## src/rtl/mem_access_pkg.sv

```systemverilog
// Shared types and constants for the data-memory access controller:
// FSM state encoding, read-only window defaults, MMIO map and the write-protect check.
package mem_access_pkg;

   typedef enum logic [1:0] {
      IDLE  = 2'd0,
      BEAT0 = 2'd1,
      BEAT1 = 2'd2,
      RESP  = 2'd3
   } state_e;

   localparam logic [7:0] RO_LO_DEF = 8'h4E;
   localparam logic [7:0] RO_HI_DEF = 8'h51;

   localparam logic [7:0] SSEG_LO   = 8'h28;
   localparam logic [7:0] SSEG_HI   = 8'h2B;
   localparam logic [7:0] LED_LO    = 8'h44;
   localparam logic [7:0] LED_HI    = 8'h45;
   localparam logic [7:0] SW_LO     = 8'h4E;
   localparam logic [7:0] SW_HI     = 8'h4F;
   localparam logic [7:0] BTNS_ADDR = 8'h51;

   // A 16-bit beat touches addr and addr+1 (mod 256); either byte in the window blocks it.
   function automatic logic is_ro(input logic [7:0] addr,
                                  input logic [7:0] lo,
                                  input logic [7:0] hi);
      logic [7:0] addr_p1;
      addr_p1 = addr + 8'd1;
      return ((addr >= lo) && (addr <= hi)) || ((addr_p1 >= lo) && (addr_p1 <= hi));
   endfunction

endpackage

```

## src/rtl/mem_access_ctrl.sv

```systemverilog
// Bus-side initiator for the 16-bit data memory: turns CPU load/store requests
// into one or two registered read/write beats and returns a held response.
//
// Handshakes: a request transfers on a rising edge where req_valid && req_ready;
// a response transfers on a rising edge where resp_valid && resp_ready. The
// request fields are only sampled at their transfer edge, and resp_rdata /
// resp_err stay stable for as long as resp_valid is high.
module mem_access_ctrl
   import mem_access_pkg::*;
#(
   parameter logic [7:0] RO_LO = RO_LO_DEF,
   parameter logic [7:0] RO_HI = RO_HI_DEF
) (
   input  logic        CLK,
   input  logic        RST,
   input  logic        req_valid,
   output logic        req_ready,
   input  logic        req_write,
   input  logic        req_wide,
   input  logic [7:0]  req_addr,
   input  logic [31:0] req_wdata,
   output logic        resp_valid,
   input  logic        resp_ready,
   output logic [31:0] resp_rdata,
   output logic        resp_err,
   output logic [7:0]  mem_address,
   output logic        mem_read_en,
   output logic        mem_write_en,
   output logic [15:0] mem_wdata,
   input  logic [15:0] mem_rdata,
   output logic [1:0]  dbg_state
);

   localparam logic [1:0] S_IDLE  = IDLE;
   localparam logic [1:0] S_BEAT0 = BEAT0;
   localparam logic [1:0] S_BEAT1 = BEAT1;
   localparam logic [1:0] S_RESP  = RESP;

   logic [1:0]  state;
   logic        write_q;
   logic        wide_q;
   logic [7:0]  addr_q;
   logic [15:0] wdata_lo_q;
   logic [15:0] rdata_hi_q;
   logic        err_q;

   logic [7:0]  addr_p2;
   logic        ro_beat0;
   logic        ro_beat1;

   always_comb begin
      addr_p2  = addr_q + 8'd2;
      ro_beat0 = is_ro(req_addr, RO_LO, RO_HI);
      ro_beat1 = is_ro(addr_p2, RO_LO, RO_HI);
   end

   assign dbg_state = state;

   // Every output is a flop; beat enables are set on the edge that enters a BEAT state.
   always_ff @(posedge CLK) begin
      if (RST) begin
         state        <= S_IDLE;
         write_q      <= 1'b0;
         wide_q       <= 1'b0;
         addr_q       <= 8'h00;
         wdata_lo_q   <= 16'h0000;
         rdata_hi_q   <= 16'h0000;
         err_q        <= 1'b0;
         req_ready    <= 1'b0;
         resp_valid   <= 1'b0;
         resp_rdata   <= 32'h0000_0000;
         resp_err     <= 1'b0;
         mem_address  <= 8'h00;
         mem_read_en  <= 1'b0;
         mem_write_en <= 1'b0;
         mem_wdata    <= 16'h0000;
      end else begin
         case (state)
            S_IDLE: begin
               mem_read_en  <= 1'b0;
               mem_write_en <= 1'b0;
               resp_valid   <= 1'b0;
               if (req_valid && req_ready) begin
                  state        <= S_BEAT0;
                  req_ready    <= 1'b0;
                  write_q      <= req_write;
                  wide_q       <= req_wide;
                  addr_q       <= req_addr;
                  wdata_lo_q   <= req_wdata[15:0];
                  rdata_hi_q   <= 16'h0000;
                  mem_address  <= req_addr;
                  mem_wdata    <= req_wide ? req_wdata[31:16] : req_wdata[15:0];
                  mem_read_en  <= !req_write;
                  mem_write_en <= req_write && !ro_beat0;
                  err_q        <= req_write && ro_beat0;
               end else begin
                  req_ready <= 1'b1;
               end
            end
            S_BEAT0: begin
               if (wide_q) begin
                  state        <= S_BEAT1;
                  rdata_hi_q   <= mem_rdata;
                  mem_address  <= addr_p2;
                  mem_wdata    <= wdata_lo_q;
                  mem_read_en  <= !write_q;
                  mem_write_en <= write_q && !ro_beat1;
                  err_q        <= err_q || (write_q && ro_beat1);
               end else begin
                  state        <= S_RESP;
                  mem_read_en  <= 1'b0;
                  mem_write_en <= 1'b0;
                  resp_valid   <= 1'b1;
                  resp_rdata   <= write_q ? 32'h0000_0000 : {16'h0000, mem_rdata};
                  resp_err     <= err_q;
               end
            end
            S_BEAT1: begin
               state        <= S_RESP;
               mem_read_en  <= 1'b0;
               mem_write_en <= 1'b0;
               resp_valid   <= 1'b1;
               resp_rdata   <= write_q ? 32'h0000_0000 : {rdata_hi_q, mem_rdata};
               resp_err     <= err_q;
            end
            S_RESP: begin
               if (resp_ready) begin
                  state      <= S_IDLE;
                  resp_valid <= 1'b0;
                  req_ready  <= 1'b1;
               end
            end
            default: begin
               state        <= S_IDLE;
               mem_read_en  <= 1'b0;
               mem_write_en <= 1'b0;
               resp_valid   <= 1'b0;
               req_ready    <= 1'b0;
            end
         endcase
      end
   end

endmodule
```

## config.mk

```make
export PLATFORM = sky130hd
export DESIGN_NAME = mem_access_ctrl
export DESIGN_NICKNAME = d
export VERILOG_FILES = /design/src/rtl/mem_access_pkg.sv /design/src/rtl/mem_access_ctrl.sv
export SDC_FILE = /design/constraint.sdc
export NUM_CORES = 1
export LEC_CHECK = 0
export BUFFER_PORTS_ARGS = -buffer_cell sky130_fd_sc_hd__buf_2
export CAP_MARGIN = 20
export CORE_UTILIZATION = 35
export CTS_CLUSTER_SIZE = 16
export DETAILED_ROUTE_END_ITERATION = 8
export HOLD_SLACK_MARGIN = 0.02
export SLEW_MARGIN = 20
export SYNTH_ARGS = -nofsm -noshare
export SYNTH_HDL_FRONTEND = slang
export SYNTH_SLANG_ARGS = --single-unit
```

## constraint.sdc

```tcl
create_clock -name CLK -period 2.56 [get_ports CLK]
set_input_delay 0.128 -clock CLK [delete_from_list [all_inputs] [get_ports CLK]]
set_output_delay 0.128 -clock CLK [all_outputs]
set_load 0.01 [all_outputs]
```

Word-level counts from Yosys, hierarchy flattened
Cells that the tools add are included.
Word-level totals
  register bits: 106
  input bits: 62
  output and inout port bits: 63
  logic and storage cells: 95
Cells by class
  $add $sub $neg: 3
  $lt $le $gt $ge: 8
  equal/unequal tests: 7
  mux-type cells: 35
  reductions and logical operators: 27
Operator list (number)
  two-way mux 16 bit: 6
  two-way mux 32 bit: 2
  case mux 16 bit (2 select lines): 2
  case mux 32 bit (2 select lines): 1
  greater-or-equal comparator 8 x 7 -> 1 bit, second input constant: 4
  less-or-equal comparator 8 x 7 -> 1 bit, second input constant: 4
  adder 8 x 1 -> 8 bit, second input constant: 2
  two-way mux 8 bit: 2
  case mux 8 bit (2 select lines): 1
  two-way mux 1 bit: 12
  AND reduction 2 bit: 5
  logical AND 1 bit: 9
  adder 8 x 2 -> 8 bit, second input constant: 1
  inequality test 2 bit, second input constant: 4
  case mux 2 bit (4 select lines): 1
  case mux 1 bit (2 select lines): 3
  case mux 1 bit (3 select lines): 2
  nonzero test 2 bit: 3
  equality test 2 bit, second input constant: 2
  logical NOT 1 bit: 4
  two-way mux 2 bit: 2
  case mux 1 bit (4 select lines): 1
  logical OR 1 bit: 3
  AND reduction 3 bit: 1
  other kinds (3): 3

Logic depth before layout (Yosys ltp)
  word-level depth: 9
  mapped depth: 10
  mapped depth without buffers: 9

Worst setup path after synthesis
OpenSTA, ideal clock, no wires.
  kind: reg-to-reg
  start point: register addr_q[1]
  end point: register mem_write_en
  setup time: 0.120 ns
  data arrival time: 2.208 ns
  required time: 2.440 ns
  path slack: 0.232 ns
  stages on the path, launching flop included: 11
  path buffers: 1
  period minus slack after synthesis: 2.328 ns
  cell sequence: dfxtp_1 > inv_1 > ha_1 > and2_1 > buf_2 > xnor2_1 > o311ai_2 > a22oi_1 > o31ai_2 > nor2_1 > o31a_1
On the way
  longest elaborated chain between the ends: 9
  elaborated cells on any way between the ends: 13
  classes of those cells: 2 x add/sub; 4 x order compare; 2 x mux; 5 x reduce/logical
RTL lines
  from (decl): line mem_access_ctrl.sv:42  | logic [7:0] addr_q;
  from (signal assigned): line mem_access_ctrl.sv:88  | addr_q <= req_addr;
  adder 8 x 2 -> 8 bit (*): line mem_access_ctrl.sv:52  | addr_p2 = addr_q + 8'd2;
  adder 8 x 1 -> 8 bit: line mem_access_pkg.sv:28  | addr_p1 = addr + 8'd1;
  greater-or-equal comparator 8 x 7 -> 1 bit or less-or-equal comparator 8 x 7 -> 1 bit (tied branches): line mem_access_pkg.sv:29  | return ((addr >= lo) && (addr <= hi)) || ((addr_p1 >= lo) && (addr_p1 <= hi));
  logical AND 1 bit: line mem_access_pkg.sv:29
  logical OR 1 bit (*): line mem_access_pkg.sv:29
  logical NOT 1 bit (*): line mem_access_ctrl.sv:107  | mem_write_en <= write_q && !ro_beat1;
  logical AND 1 bit (*): line mem_access_ctrl.sv:107
  two-way mux 1 bit (*): line mem_access_ctrl.sv:101  | if (wide_q) begin
  case mux 1 bit (3 select lines) (*): line mem_access_ctrl.sv:78  | case (state)
  to (signal assigned): line mem_access_ctrl.sv:94  | mem_write_en <= req_write && !ro_beat0;
  to (signal assigned): line mem_access_ctrl.sv:107
  to (decl): line mem_access_ctrl.sv:28  | output logic mem_write_en,
Mark *: on every way between the ends. The rest lies on a longest branch, timed or not.
A chain may end at the register's enable or synchronous reset.

Worst setup path in the final report
Ends and elaborated chain as after synthesis.

==> flow_summary_export.csv <==
group,metric,value,unit
die,start_util,35.78,%
cells_and_area,nNetsFinal,831,
synth,synth.most_common_cell,"nand2_1",
die,dieArea,14670,µm²
job,maxCapViolations,0,
die,placeableCoreArea,13880,µm²
routing,firstDrtPassIters,6,
synth,synth_edf_count,0,
worst_hold_path,holdPathStages,3,
timing,max_freq,436.3,MHz
timing,fin_crit_sh,89.54,%
cells_and_area,diodes,0,
power,p_comb_share,39.4,%
power,power_frac_clock,23.0,%
synth,yosysWarnings,0,
synth,yosysSeqAreaShare,42.73,%
cells_and_area,syn_to_final_growth,23.86,%
routing,vias,4779,
setup_path,worst-path-max-fanout,5,
setup_path,start_kind,"flip-flop",
routing,wire_per_inst,13.94,µm
die,die_h,121.1,µm
worst_hold_path,min_to,"wdata_lo_q[13]",
global_route,antenna_found_initial,0,
clock_network,h-tree-depth,3,
synth,synth_compound_area_share,18.29,%
timing,hold_viol,0,
setup_path,required,2.80,ns
setup_path,startpoint,"addr_q[1]",
power,p_seq_share,37.7,%
cells_and_area,final_layout_size_suffix_gt1_share,21.96,%
synth,synth_top_area_share,42.73,%
worst_hold_path,hold_path_class,"primary input to flip-flop",
setup_path,worst-r2r-cell-count,9,
routing,ant_nets,0,
global_route,grt_overflow,0,
clock_network,clk_latency,0.35,ns
power,power_leakage,2.500,nW
placed_design,gp_congestion,0.9043,
setup_path,timing.rr.start,"addr_q[1]",
setup_path,criticalPathCategory,"flip-flop to flip-flop",
synth,ys_top_cells_by_area,"dfxtp_1 (43%), nand2_1 (13%), a21oi_1 (11%)",
clock_network,clockBufferDepth,2,
clock_network,cts_tree,"done",
routing,drc_errors,0,
power,p_sw_share,39.30,%
outcome,outcome,"finished, final reports clean",
clock_network,path_clk_slew,0.07,ns
die,rows,43,
setup_path,arrival,2.53,ns
timing,slew_headroom,60.11,%
setup_path,timing.rr.end,"mem_write_en",
synth,synth_fp_nets,721,
die,io_pins,125,
synth,synth-simple-area-share,24.06,%
routing,via_per_inst,5.106,
power,p_sw,0.002338,W
cells_and_area,fill_cells,1413,
power,power_density,967.5,nW/µm²
cells_and_area,stdcell_count,936,
global_route,grt_pass1_wl,21.35,mm
synth,synthAdderAreaFrac,4.283,%
setup_path,cp_cell_sequence,"inv_1 > ha_1 > and2_1 > xnor2_1 > o311ai_2 > a22oi_1 > o31ai_2 > nor2_1 > o31a_1",
synth,syn_inst,642,
die,die_x,121.1,µm
clock_network,cts_setup_buffers,0,
global_route,grt_pass1_vias,4497,
synth,synth-main-ff-cell,"dfxtp_1",
timing,setup_viol,0,
setup_path,critical-path-max-stage-delay,0.37,ns
synth,synth.mux.area_fraction,4.031,%
global_route,grtUsageTotal,18.29,%
global_route,grt_max_degree,57,
synth,netlist_area,4966,µm²
timing,min_period,2.292,ns
setup_path,slowest_stage,"dfxtp_2",
synth,synth_top_family_by_area,"simple AND/OR/NAND/NOR gates",
setup_path,worst_setup_path_end_kind,"flip-flop",
power,peakVddDrop,0.4805,mV
placed_design,dpl.hpwl,9.121,mm
placed_design,dp.cells,911,
setup_path,r2r_setup_slack,0.27,ns
synth,synth_xor_xnor_area_share,1.738,%
synth,yosysTopAreaCell,"dfxtp_1",
synth,synthTopCellsByCount,"nand2_1 (166), a21oi_1 (106), dfxtp_1 (106)",
routing,wirelength,13.05,mm
timing,fin_setup_tns,0,ns
synth,avgSynthCellArea,7.735,µm²
placed_design,port_buffers,124,
timing,slew_viol_final,0,
clock_network,numCtsBuffers,9,
synth,async_reset_ff_share,0,%
timing,skew,0.004346,ns
clock_network,clock-sinks,106,
timing,rsz0062_at_grt,"false",
routing,first_iter_violations,341,
worst_hold_path,min_from,"req_wdata[13]",
synth,synth_cell_types,47,
power,p_int,0.003612,W
synth,synth-seq-cells,106,
timing,tightest_slew,0.5984,ns
clock_network,cts_root_buf,"clkbuf_16",
## through the flow
stage | setup slack, ns | power [W] | utilization [%] | instance area, µm² | hold slack [ns]
4_1_cts | 0.1862 | 0.006032 | 44.28 | 6146 | 0.02177
3_5_place_dp | 0.2081 | 0.004636 | 41.49 | 5759 | 0.3853
6_report | 0.2678 | 0.005951 | 44.31 | 6151 | 0.02986
3_3_place_gp | 0.3081 | 0.004579 | 41.49 | 5759 | 0.3843
2_1_floorplan | 0.2319 | 0.003757 | - | 4966 | 0.2640
5_1_grt | 0.006044 | 0.006387 | 44.31 | 6151 | 0.02180
## what timing repair did
item,in CTS,in global routing
endpoints found under the setup margin,0,2
hold buffers,10,0
hold endpoints to repair,10,0
gates resized for setup,0,3
## state kept, by name (all words and copies together) (netlist names)
name / flops
mem_address: 8
wdata_lo_q: 16
mem_write_en: 1
addr_q: 8
mem_wdata: 16
resp_rdata: 32
resp_err: 1
rdata_hi_q: 16
req_ready: 1
write_q: 1
dbg_state: 2
wide_q: 1
mem_read_en: 1
err_q: 1
resp_valid: 1
## logic make-up after synthesis
kind of cell | Yosys count
adder cells (fa/ha/maj) | 17
flip-flops | 106
AO/OA/AOI/OAI | 160
AND/OR/NAND/NOR | 267
XOR/XNOR | 9
buffers and inverters | 63
multiplexers | 20
## worst max-delay path by stage
stage / end / slack, ns / cells after the start
after floorplan: mem_write_en / 0.23 / 10
after global placement: mem_write_en / 0.31 / 9
after detailed placement: err_q / 0.21 / 9
after CTS: err_q / 0.19 / 9
after global routing: err_q / 0.006 / 9
final: mem_write_en / 0.27 / 9
## cell usage in the layout, fill, tap and decap left out, drive strengths merged, types with 17 or more instances in the layout
cell,n
nand3,37
nand3b,17
a21oi,106
buf,140
dfxtp,106
o21ai,21
mux2i,20
nor2,20
ha,17
nand2,166
## worst max-delay path, delay by kind of cell (launching register included)
kind                     cells  cell delay, ns
buffers and inverters        1            0.11
XOR/XNOR                     1            0.18
adder cells (fa/ha/maj)      1            0.23
AND/OR/NAND/NOR              2            0.29
AO/OA/AOI/OAI                4            1.00
flip-flops                   1            0.37
## power by group through the flow
| stage | Sequential [W] | Combinational, W | Clock [W] |
|---|---|---|---|
| 6_report | 0.00224 | 0.00234 | 0.00137 |
| 5_1_grt | 0.00229 | 0.00261 | 0.00148 |
| 4_1_cts | 0.00224 | 0.00238 | 0.00141 |
| 3_5_place_dp | 0.00228 | 0.00236 | 0 |
| 3_3_place_gp | 0.00226 | 0.00232 | 0 |
| 2_1_floorplan | 0.00235 | 0.00140 | 0 |
## metal layers
metal  GRT usage (%)  routed length [µm]  up-vias
met4           4.321                 159        0
met5               0                   0        -
met1           22.32                5882     2209
met3           5.686                 819       20
li1                -                   -     2410
met2           31.21                6185      140
## cell type report
type	instances	area, µm²	share of cell area [%]
repair buffers	150	843.3	13.71
multi-input cells	473	2626	42.70
clock buffers	12	246.5	4.007
well taps	180	225.2	3.662
clock inverters	3	40.04	0.6509
flip-flops and latches	106	2125	34.54
inverters	12	45.04	0.7323
Power figures use the tool's default switching activity.
